### src/rtl/kpg_pkg.sv
// Shared symbol codes and FSM state type for the kpg carry-resolver slice.
package kpg_pkg;

    localparam logic [7:0] SYM_K = 8'h6B;
    localparam logic [7:0] SYM_P = 8'h70;
    localparam logic [7:0] SYM_G = 8'h67;

    typedef enum logic {
        COLLECT,
        DONE
    } state_t;

endpackage

### src/rtl/kpg_resolve.sv
// Single-bit kpg resolution: turns one classification symbol plus incoming carry
// into a sum bit and an outgoing carry.
module kpg_resolve
    import kpg_pkg::*;
(
    input  logic [7:0] sym,
    input  logic       c_in,
    output logic       s,
    output logic       c_out,
    output logic       bad
);

    always_comb begin
        s     = c_in;
        c_out = 1'b0;
        bad   = 1'b0;
        case (sym)
            SYM_K: begin
                s     = c_in;
                c_out = 1'b0;
            end
            SYM_P: begin
                s     = ~c_in;
                c_out = c_in;
            end
            SYM_G: begin
                s     = c_in;
                c_out = 1'b1;
            end
            // Anything else (including uppercase) resolves as a kill and is flagged.
            default: begin
                s     = c_in;
                c_out = 1'b0;
                bad   = 1'b1;
            end
        endcase
    end

endmodule

### src/rtl/kpg_decoder.sv
// Serial carry resolver: accepts WIDTH kpg symbols LSB first and presents the
// reconstructed sum word, carry-out and an invalid-symbol flag.
module kpg_decoder
    import kpg_pkg::*;
#(
    parameter int unsigned WIDTH = 8
) (
    input  logic             clk,
    input  logic             rst_n,
    input  logic             cin,
    input  logic [7:0]       sym,
    input  logic             sym_valid,
    output logic             sym_ready,
    output logic [WIDTH-1:0] sum,
    output logic             cout,
    output logic             err,
    output logic             out_valid,
    input  logic             out_ready
);

    localparam int unsigned   IW       = (WIDTH > 1) ? $clog2(WIDTH) : 1;
    localparam logic [IW-1:0] LAST_IDX = IW'(WIDTH - 1);

    state_t           r_state;
    state_t           w_state_next;
    logic [IW-1:0]    r_idx;
    logic             r_c;
    logic [WIDTH-1:0] r_sum;
    logic             r_cout;
    logic             r_err;

    logic w_accept;
    logic w_first;
    logic w_last;
    logic w_c_in;
    logic w_s;
    logic w_c_out;
    logic w_bad;

    assign w_accept = sym_valid && sym_ready;
    assign w_first  = (r_idx == '0);
    assign w_last   = (r_idx == LAST_IDX);
    assign w_c_in   = w_first ? cin : r_c;

    kpg_resolve u_resolve (
        .sym   (sym),
        .c_in  (w_c_in),
        .s     (w_s),
        .c_out (w_c_out),
        .bad   (w_bad)
    );

    always_ff @(posedge clk or negedge rst_n) begin
        if (!rst_n) begin
            r_state <= COLLECT;
        end else begin
            r_state <= w_state_next;
        end
    end

    always_comb begin
        w_state_next = r_state;
        sym_ready    = 1'b0;
        out_valid    = 1'b0;
        case (r_state)
            COLLECT: begin
                sym_ready = 1'b1;
                if (sym_valid && w_last) begin
                    w_state_next = DONE;
                end
            end
            DONE: begin
                out_valid = 1'b1;
                if (out_ready) begin
                    w_state_next = COLLECT;
                end
            end
            default: w_state_next = COLLECT;
        endcase
    end

    // Sum bits are overwritten in place; stale bits are harmless while out_valid is low.
    always_ff @(posedge clk or negedge rst_n) begin
        if (!rst_n) begin
            r_idx  <= '0;
            r_c    <= 1'b0;
            r_sum  <= '0;
            r_cout <= 1'b0;
            r_err  <= 1'b0;
        end else if (w_accept) begin
            r_sum[r_idx] <= w_s;
            r_c          <= w_c_out;
            r_err        <= w_first ? w_bad : (r_err | w_bad);
            if (w_last) begin
                r_cout <= w_c_out;
                r_idx  <= '0;
            end else begin
                r_idx <= r_idx + 1'b1;
            end
        end
    end

    assign sum  = r_sum;
    assign cout = r_cout;
    assign err  = r_err;

endmodule
### config.mk
export PLATFORM = sky130hd
export DESIGN_NAME = kpg_decoder
export DESIGN_NICKNAME = d
export VERILOG_FILES = /design/src/rtl/kpg_pkg.sv /design/src/rtl/kpg_resolve.sv /design/src/rtl/kpg_decoder.sv
export SDC_FILE = /design/constraint.sdc
export NUM_CORES = 1
export LEC_CHECK = 0
export CORE_MARGIN = 2
export CORE_UTILIZATION = 48
export CTS_CLUSTER_SIZE = 12
export DETAILED_ROUTE_END_ITERATION = 16
export GPL_ROUTABILITY_DRIVEN = 0
export PLACE_DENSITY = 0.81
export RECOVER_POWER = 100
export REMOVE_ABC_BUFFERS = 1
export SLEW_MARGIN = 20
export SYNTH_ARGS = -nofsm -noshare
export SYNTH_HDL_FRONTEND = slang
export SYNTH_HIERARCHICAL = 1
export SYNTH_SLANG_ARGS = --single-unit
export TNS_END_PERCENT = 10
### constraint.sdc
create_clock -name clk -period 5 [get_ports clk]
set_clock_uncertainty 0.2 [all_clocks]
set_input_delay 0.5 -clock clk [delete_from_list [all_inputs] [get_ports clk]]
set_output_delay 0.5 -clock clk [all_outputs]
set_load 0.01 [all_outputs]
==> results of run 1 <==
==> registers in the layout, indices dropped and copies added, names as in the netlist <==
signal	flops
sum	8
err	1
cout	1
r_state	1
r_idx	3
r_c	1
==> how the worst max path moves through the flow <==
stage / start / cells after the start / slack (ns) / end
after floorplan: r_idx[0] / 9 / 2.85 / r_c
after global placement: sym[0] / 5 / 2.40 / sum[1]
after detailed placement: sym[4] / 5 / 2.36 / sum[2]
after CTS: r_idx[0] / 9 / 2.66 / r_c
after global routing: sym[4] / 8 / 2.40 / r_c
final: sym[4] / 8 / 2.55 / r_c
==> metal layers <==
metal	share of wire (%)	wire length [um]	vias up
met5	0	0	-
met4	0	0	0
met3	5.7	90	0
met2	50	791	20
met1	45	709	276
li1	-	-	290
==> final cells by class <==
cell class / count / area share [%]
clock buffers: 4 / 2.49
inverters: 5 / 1.78
multi-input cells: 46 / 35.4
flip-flops and latches: 15 / 35.6
well taps: 16 / 1.90
repair buffers: 24 / 22.8
==> power groups by stage <==
stage / clock network [mW] / registers, mW / logic, mW
global placement: 0 / 0.210 / 0.207
CTS: 0.0724 / 0.209 / 0.214
finish: 0.0688 / 0.207 / 0.194
global route: 0.0777 / 0.216 / 0.215
detailed placement: 0 / 0.210 / 0.212
floorplan: 0 / 0.217 / 0.101
==> cells in the mapped netlist, types with 2 or more instances <==
library cell  instances  share of area, %
nor2_1                2              0.95
nand2_1               6               2.8
ha_1                  4               6.3
nor3b_2               2               3.2
dfrtp_1              15                47
o32ai_1               2               2.2
mux2_1                3               4.3
inv_1                 5               2.4
nand3_1               3               1.9
o21ai_0               3               1.9
nand4_1               3               2.4
mux2_2                8                11
==> through the flow <==
stage / hold slack (ns) / area [sq um] / setup WS (ns) / power, mW / utilization, %
2_1_floorplan: 0.00441 / 782 / 2.85 / 0.318 / -
3_3_place_gp: 0.277 / 1040 / 2.40 / 0.417 / 68.4
3_5_place_dp: 0.280 / 1040 / 2.36 / 0.422 / 68.4
4_1_cts: 0.315 / 1070 / 2.66 / 0.495 / 70.1
5_1_grt: 0.330 / 1050 / 2.40 / 0.509 / 69.1
6_report: 0.298 / 1050 / 2.55 / 0.469 / 69.1
==> cell families (layout without fill, tap and decap cells) <==
family                   count (synthesis)  count (layout)
AO/OA/AOI/OAI                            6               6
multiplexers                            12              12
flip-flops                              15              15
buffers and inverters                    6              33
XOR/XNOR                                 1               1
adder cells (fa/ha/maj)                  4               4
AND/OR/NAND/NOR                         23              23
==> impl_metrics.toml, run 1 <==
[power]
p_leak_nw = 0.492
clockPowerShare_pct = 14.7
pwr-share-seq_pct = 44.0
p_int_mw = 0.302
p_sw_mw = 0.167
vdd_drop_max_v = 0.000271
p_comb_share_pct = 41.3
swShare_pct = 35.6
power_density_nw_per_um2 = 445

[cts]
cts_root_buf = "clkbuf_4"
cts_buffer_depth = 2
cts_sinks = 15
post_cts_buffers = 0
clk_latency_ns = 0.28
cts_resized = 0
clk_pin_slew_worst_paths_ns = 0.08
cts_hold_buf = 0
htree_levels = 1
tritoncts = "yes"
cts_made_buffers = 3

[cells_and_area]
final_cell_mix = "dfrtp_1, dlygate4sd3_1, clkdlybuf4s50_1"
instances_no_fill = 110
drive_above_1_share_pct = 14.9
fin_nets = 112
multi_input_area_sq_um = 373
n_antenna_cell = 0
layout_commonest_cell = "dfrtp_1"
regArea_sq_um = 375
fill_cells = 139
area_delta_synth_final_pct = 32.8

[place]
dp_hpwl_um = 1170
io_buffers = 24
dp.cells = 106

[drt]
drt-pass1-iter-count = 4
vias_per_cell = 5.33
route.detailed.wl_per_inst_um = 14.5
drcViolationCount = 0
totalWireLength_um = 1590
ant_nets = 0
drt_iter0_markers = 13
routed-via-count = 586

[worst_hold_path]
hold_path_depth = 1
hold_start = "sum[4]"
hp-class = "register to register"
whs_endpoint = "sum[4]"

[die]
die_h_um = 44.7
pin_count = 25
dieWidth_um = 44.7
core_area_sq_um = 1520
initial_core_util_pct = 52.1
dieArea_sq_um = 1990
fp-row-count = 14

[worst_setup_path]
r2r_setup_slack_ns = 2.65
critPathMaxFanout = 3
critPathLaunchType = "input pin"
crit_buf_inv = 2
cp_cell_sequence = "clkdlybuf4s50_1, or4b_1, nor3_1, ha_1, inv_1, o32ai_1, nor3b_1, mux2_2"
worstReg2RegEnd = "r_c"
cp_slowest_stage_delay_ns = 0.50
end_kind = "register"
cp_slowest_cell = "clkdlybuf4s50_1"
rr_worst_depth = 9
r2r_start = "r_idx[0]"
critPathRequiredTime_ns = 5.02
crit_family = "simple AND/OR/NAND/NOR gates"
critical_path_class = "input pin to register"
critPathArrivalTime_ns = 2.46

[global_routing]
first_global_vias = 624
grt_remaining_overflow = 0
grt_first_pass_wirelength_um = 2750
grt.met3_usage_pct = 5.71
grt_antenna_before_repair = 0
top_usage_layer = "met2"
grt_usage_pct = 19.3
use_met2_pct = 33.0
grt_max_degree = 16
grt_util_met1_pct = 23.3

[yosys]
syn_inst = 67
synth_edf_count = 0
synth_seq_cells = 15
synth_compound_area_share_pct = 5.21
synth_top_family_by_area = "simple AND/OR/NAND/NOR gates"
synth.cell_area_sq_um = 793
synth_cell_type_count = 23
ys_seq_area_share_pct = 47.3
synth_warnings = 6
muxShareOfSynthArea_pct = 17.5
syn-mean-instance-area_sq_um = 11.8
async_reset_ff_share_pct = 100
synth-adder-area-share_pct = 6.31
synth_xor_xnor_area_share_pct = 1.10
ys.flop_type = "dfrtp_1"
synth_simple_gate_area_share_pct = 18.8

[status]
outcome = "finished clean"

[sta]
period_minus_slack_ns = 2.45
tns_ns = 0
worst_pin_slew_ns = 0.872
maxSlewHeadroom_pct = 41.8
fmax_ghz = 0.409
slew_viol_final = 0
hold_violations = 0
period_share_pct = 48.9
rsz0062_at_grt = "no"
setup_viol = 0

[run]
max-cap-violations = 0
Power figures use the tool's default switching activity.
==> run 2: changes to the inputs <==
--- a/config.mk
+++ b/config.mk
@@ -6,11 +6,11 @@
 export NUM_CORES = 1
 export LEC_CHECK = 0
 export CORE_MARGIN = 2
-export CORE_UTILIZATION = 48
+export CORE_UTILIZATION = 40
 export CTS_CLUSTER_SIZE = 12
 export DETAILED_ROUTE_END_ITERATION = 16
 export GPL_ROUTABILITY_DRIVEN = 0
-export PLACE_DENSITY = 0.81
+export PLACE_DENSITY = 0.72
 export RECOVER_POWER = 100
 export REMOVE_ABC_BUFFERS = 1
 export SLEW_MARGIN = 20
==> constraint.sdc (replaced) <==
create_clock -name clk -period 2 [get_ports clk]
set_clock_uncertainty 0.2 [all_clocks]
set_input_delay 0.2 -clock clk [delete_from_list [all_inputs] [get_ports clk]]
set_output_delay 0.2 -clock clk [all_outputs]
set_load 0.01 [all_outputs]
==> impl_metrics.toml, run 2 (synthesis results as in run 1) <==
[power]
vdd_drop_max_v = 0.000865
power_density_nw_per_um2 = 1120
p_leak_nw = 0.587
totalPowerFinal_mw = 1.40

[cells_and_area]
fill_cells = 158
fin_nets = 128
n_antenna_cell = 0
area_delta_synth_final_pct = 56.9
fin_area_sq_um = 1240
instances_no_fill = 137
largest_reg_flops = 8
regArea_sq_um = 375
drive_above_1_share_pct = 35.5
multi_input_area_sq_um = 432
final_cell_mix = "dfrtp_1, buf_4, clkdlybuf4s50_1"

[worst_setup_path]
critPathRequiredTime_ns = 1.97
critPathArrivalTime_ns = 2.02
crit_buf_inv = 2
critical_path_class = "register to register"
crit_family = "multiplexers"
critPathLaunchType = "register"
cp_slowest_stage_delay_ns = 0.37
end_kind = "register"
cp_slowest_cell = "dfrtp_1"
critPathMaxFanout = 2
cp_cell_sequence = "inv_2, ha_4, and2b_2, mux2_4, ha_4, inv_2, o32ai_1, nor3b_2, mux2_4"

[status]
outcome = "finished with violations"
failed_checks = "negative setup slack"

[cts]
cts_hold_buf = 0
cts_sinks = 15
clk_pin_slew_worst_paths_ns = 0.09
cts_made_buffers = 3
htree_levels = 1
cts_root_buf = "clkbuf_4"
tritoncts = "yes"
clk_latency_ns = 0.27
cts_buffer_depth = 2

[drt]
drt-pass1-iter-count = 4
routed-via-count = 676
vias_per_cell = 4.93
drt_iter0_markers = 7
totalWireLength_um = 1750
drcViolationCount = 0
ant_nets = 0
route.detailed.wl_per_inst_um = 12.7

[sta]
maxSlewHeadroom_pct = 44.0
hold_violations = 0
slew_viol_final = 0
rsz0062_at_grt = "yes"
setup_viol = 2
worst_pin_slew_ns = 0.840
tns_ns = -0.106
finalWorstSetupSlack_ns = -0.0552
fmax_ghz = 0.487
period_minus_slack_ns = 2.06
period_share_pct = 103

[die]
dieArea_sq_um = 2360
core_area_sq_um = 1920
dieWidth_um = 48.5
fp-row-count = 16
initial_core_util_pct = 41.3
die_h_um = 48.5
pin_count = 25

[worst_hold_path]
hp-class = "input pin to register"

[place]
dp_hpwl_um = 1300
io_buffers = 24
placedInstanceArea_sq_um = 1140
dp.cells = 128

[run]
max-cap-violations = 0

[global_routing]
grt_max_degree = 16
first_global_vias = 707
grt_first_pass_wirelength_um = 3160
grt_usage_pct = 16.9
grt_remaining_overflow = 0
grt_antenna_before_repair = 0
## run 2: changes by cell type in the layout (fill, tap and decap cells not counted), sizes merged
cell and change:
dlymetal6s2s +1, clkdlybuf4s50 +2, buf +15, dlygate4sd3 -3, clkbuf +1
## run 2: path summary, 6_finish.rpt
| check | start | cells past startpoint | to | slack [ns] |
|---|---|---|---|---|
| worst max register to register | r_idx[1] | 9 | r_c | -0.06 |
| worst max-delay path | r_idx[1] | 9 | r_c | -0.06 |
| min in group asynchronous | rst_n | 2 | r_idx[2] | 0.33 |
| max in group asynchronous | rst_n | 2 | sum[6] | 0.76 |
| worst min-delay path | sym[0] | 5 | err | 0.25 |
| worst min register to register | sum[1] | 1 | sum[1] | 0.29 |
## run 2: final cells by class
cell class / instances / area share [%]
Multi-Input combinational cell: 46 / 34.7
Tap cell: 27 / 2.71
Sequential cell: 15 / 30.2
Inverter: 5 / 1.51
Timing Repair Buffer: 40 / 28.8
Clock buffer: 4 / 2.11
## run 2: stage by stage
stage / setup WS, ns / util [%] / hold slack, ns
finish: -0.0552 / 64.8 / 0.247
global route: -0.117 / 64.8 / 0.307
CTS: -0.0466 / 63.2 / 0.0325
detailed placement: -0.346 / 59.2 / 0.285
global placement: -0.310 / 59.2 / 0.277
floorplan: -0.154 / - / -0.296
## run 2: what timing repair did
item                       CTS  global route
setup endpoints to repair   10             8
setup buffers                3             2
resized for setup            9             3
pin swaps                    2             0
gates cloned                 0             0
## run 2: report_power, final
| part | internal [mW] | switching [mW] |
|---|---|---|
| sequential | 0.411 | 0.0588 |
| clock | 0.0772 | 0.0940 |
| combinational | 0.433 | 0.322 |
## run 2: layer usage
metal,share of wire [%],track usage [%],wire length [um]
met1,42,21.1,737
met3,4.7,3.70,82
met5,0,0,0
met4,0.34,5.71,6
met2,53,28.9,919
## run 2: worst reg2reg max path, stage by stage, from the launching register on
cell,delay (ns)
dfrtp_1,0.37
inv_2,0.06
ha_4,0.15
and2b_2,0.20
mux2_4,0.31
ha_4,0.16
inv_2,0.04
o32ai_1,0.05
nor3b_2,0.16
mux2_4,0.25
==> run 3: changes to the inputs <==
--- a/config.mk
+++ b/config.mk
@@ -6,11 +6,12 @@
 export NUM_CORES = 1
 export LEC_CHECK = 0
 export CORE_MARGIN = 2
-export CORE_UTILIZATION = 40
+export CORE_UTILIZATION = 53
 export CTS_CLUSTER_SIZE = 12
 export DETAILED_ROUTE_END_ITERATION = 16
+export DONT_BUFFER_PORTS = 1
 export GPL_ROUTABILITY_DRIVEN = 0
-export PLACE_DENSITY = 0.72
+export PLACE_DENSITY = 0.7
 export RECOVER_POWER = 100
 export REMOVE_ABC_BUFFERS = 1
 export SLEW_MARGIN = 20
==> impl_metrics.toml, run 3 (synthesis results as in run 1) <==
[status]
outcome = "finished with violations"
failed_checks = "negative setup slack"

[cells_and_area]
fin_area_sq_um = 950
largest_reg_flops = 8
layout_commonest_cell = "dfrtp_1"
n_antenna_cell = 0
area_delta_synth_final_pct = 19.7
drive_above_1_share_pct = 38.3
fin_nets = 99
final_cell_mix = "dfrtp_1, buf_4, nand2_1, mux2_2"

[sta]
rsz0062_at_grt = "yes"
setup_viol = 2
slew_viol_final = 0
worst_pin_slew_ns = 0.649
fmax_ghz = 0.485
hold_violations = 0
maxSlewHeadroom_pct = 56.6
period_share_pct = 103
whs_ns = 0.00978
finalWorstSetupSlack_ns = -0.0632
period_minus_slack_ns = 2.06

[cts]
htree_levels = 1
cts_root_buf = "clkbuf_4"
tritoncts = "yes"
clk_latency_ns = 0.27
clk_pin_slew_worst_paths_ns = 0.09
cts_sinks = 15
cts_made_buffers = 3
cts_buffer_depth = 2

[drt]
drt_iter0_markers = 8
vias_per_cell = 5.70
route.detailed.wl_per_inst_um = 14.8
drt-pass1-iter-count = 4
totalWireLength_um = 1420
ant_nets = 0
routed-via-count = 547
drcViolationCount = 0

[place]
io_buffers = 0
dp_hpwl_um = 990
placedInstanceArea_sq_um = 846

[worst_setup_path]
r2r_setup_slack_ns = -0.06
critPathMaxFanout = 2
critical_path_class = "register to register"
end_kind = "register"
critPathRequiredTime_ns = 1.97
critPathArrivalTime_ns = 2.03
critPathLaunchType = "register"

[die]
core_area_sq_um = 1350
die_h_um = 42.7
fp-row-count = 13
dieWidth_um = 42.7
dieArea_sq_um = 1820
initial_core_util_pct = 58.8
pin_count = 25

[global_routing]
grt_util_met1_pct = 24.3
grt_max_degree = 16
grt_antenna_before_repair = 0
grt_first_pass_wirelength_um = 2390
top_usage_layer = "met2"
grt_remaining_overflow = 0
first_global_vias = 552
use_met2_pct = 27.0
grt_usage_pct = 17.6
grt.met3_usage_pct = 5.53

[power]
p_leak_nw = 0.438
vdd_drop_max_v = 0.000859
power_density_nw_per_um2 = 1230

[run]
max-cap-violations = 0

[worst_hold_path]
hp-class = "input pin to register"
[run 3: changes by cell type in the layout (fill, tap and decap cells not counted)]
| cell | before | now |
|---|---|---|
| clkdlybuf4s50_1 | 12 | 0 |
| buf_4 | 15 | 7 |
| dlygate4sd3_1 | 11 | 3 |
| dlymetal6s2s_1 | 1 | 0 |
| ha_2 | 0 | 1 |
| ha_4 | 2 | 1 |
| nor3_1 | 0 | 1 |
| nor3_4 | 1 | 0 |
| nor3b_2 | 2 | 1 |
| nor3b_4 | 0 | 1 |
| o32ai_1 | 2 | 1 |
| o32ai_2 | 0 | 1 |
[run 3: repair_timing]
action,in CTS,in global routing
setup endpoints to repair,10,5
cloned,0,0
setup buffers,2,0
endpoints found under the hold margin,17,0
pin swaps,1,1
hold buffers,3,0
resized for setup,8,2
[run 3: critical path: stages (launching register included)]
cell,delay (ns)
dfrtp_1,0.36
inv_2,0.04
ha_2,0.16
and2b_2,0.20
mux2_4,0.31
ha_4,0.16
inv_2,0.05
o32ai_2,0.06
nor3b_4,0.15
mux2_4,0.25
[run 3: layout make-up]
class | count | area, sq um
fill | 100 | 400
tap | 15 | 18.8
inverter | 5 | 18.8
sequential | 15 | 375
multi-input combinational | 46 | 424
timing repair buffer | 11 | 86.3
clock buffer | 4 | 26.3
[run 3: metal layers]
layer	vias to the layer above	part of all wire, %	wire [um]
met5	-	0	0
met4	0	0	0
met3	0	6.0	85
li1	272	-	-
met2	17	47	662
met1	258	47	670
[run 3: report_power, final]
part | leakage (nW) | internal (mW) | switching (mW)
sequential | 0.196 | 0.412 | 0.108
clock | 0.0150 | 0.0772 | 0.0918
combinational | 0.227 | 0.257 | 0.225
total | 0.438 | 0.746 | 0.425
[run 3: path summary, 6_finish.rpt]
check                           startpoint   to  depth (start not counted)
worst max register to register    r_idx[1]  r_c                          9
min in group asynchronous            rst_n  err                          1
worst max-delay path              r_idx[1]  r_c                          9
worst min register to register         r_c  r_c                          1
max in group asynchronous            rst_n  r_c                          1
worst min-delay path                sym[4]  err                          3
[run 3: through the flow]
stage | setup slack (ns) | utilization (%) | setup TNS (ns) | total power, mW | instances
after CTS | -0.0433 | 69.6 | -0.0854 | 1.18 | 96
final | -0.0632 | 70.3 | -0.126 | 1.17 | 96
after global placement | -0.0572 | 62.7 | -0.381 | 0.941 | 87
after floorplan | -0.154 | - | -1.16 | 0.795 | 66
after global routing | -0.128 | 70.3 | -0.253 | 1.27 | 96
after detailed placement | -0.0882 | 62.7 | -0.662 | 0.950 | 87
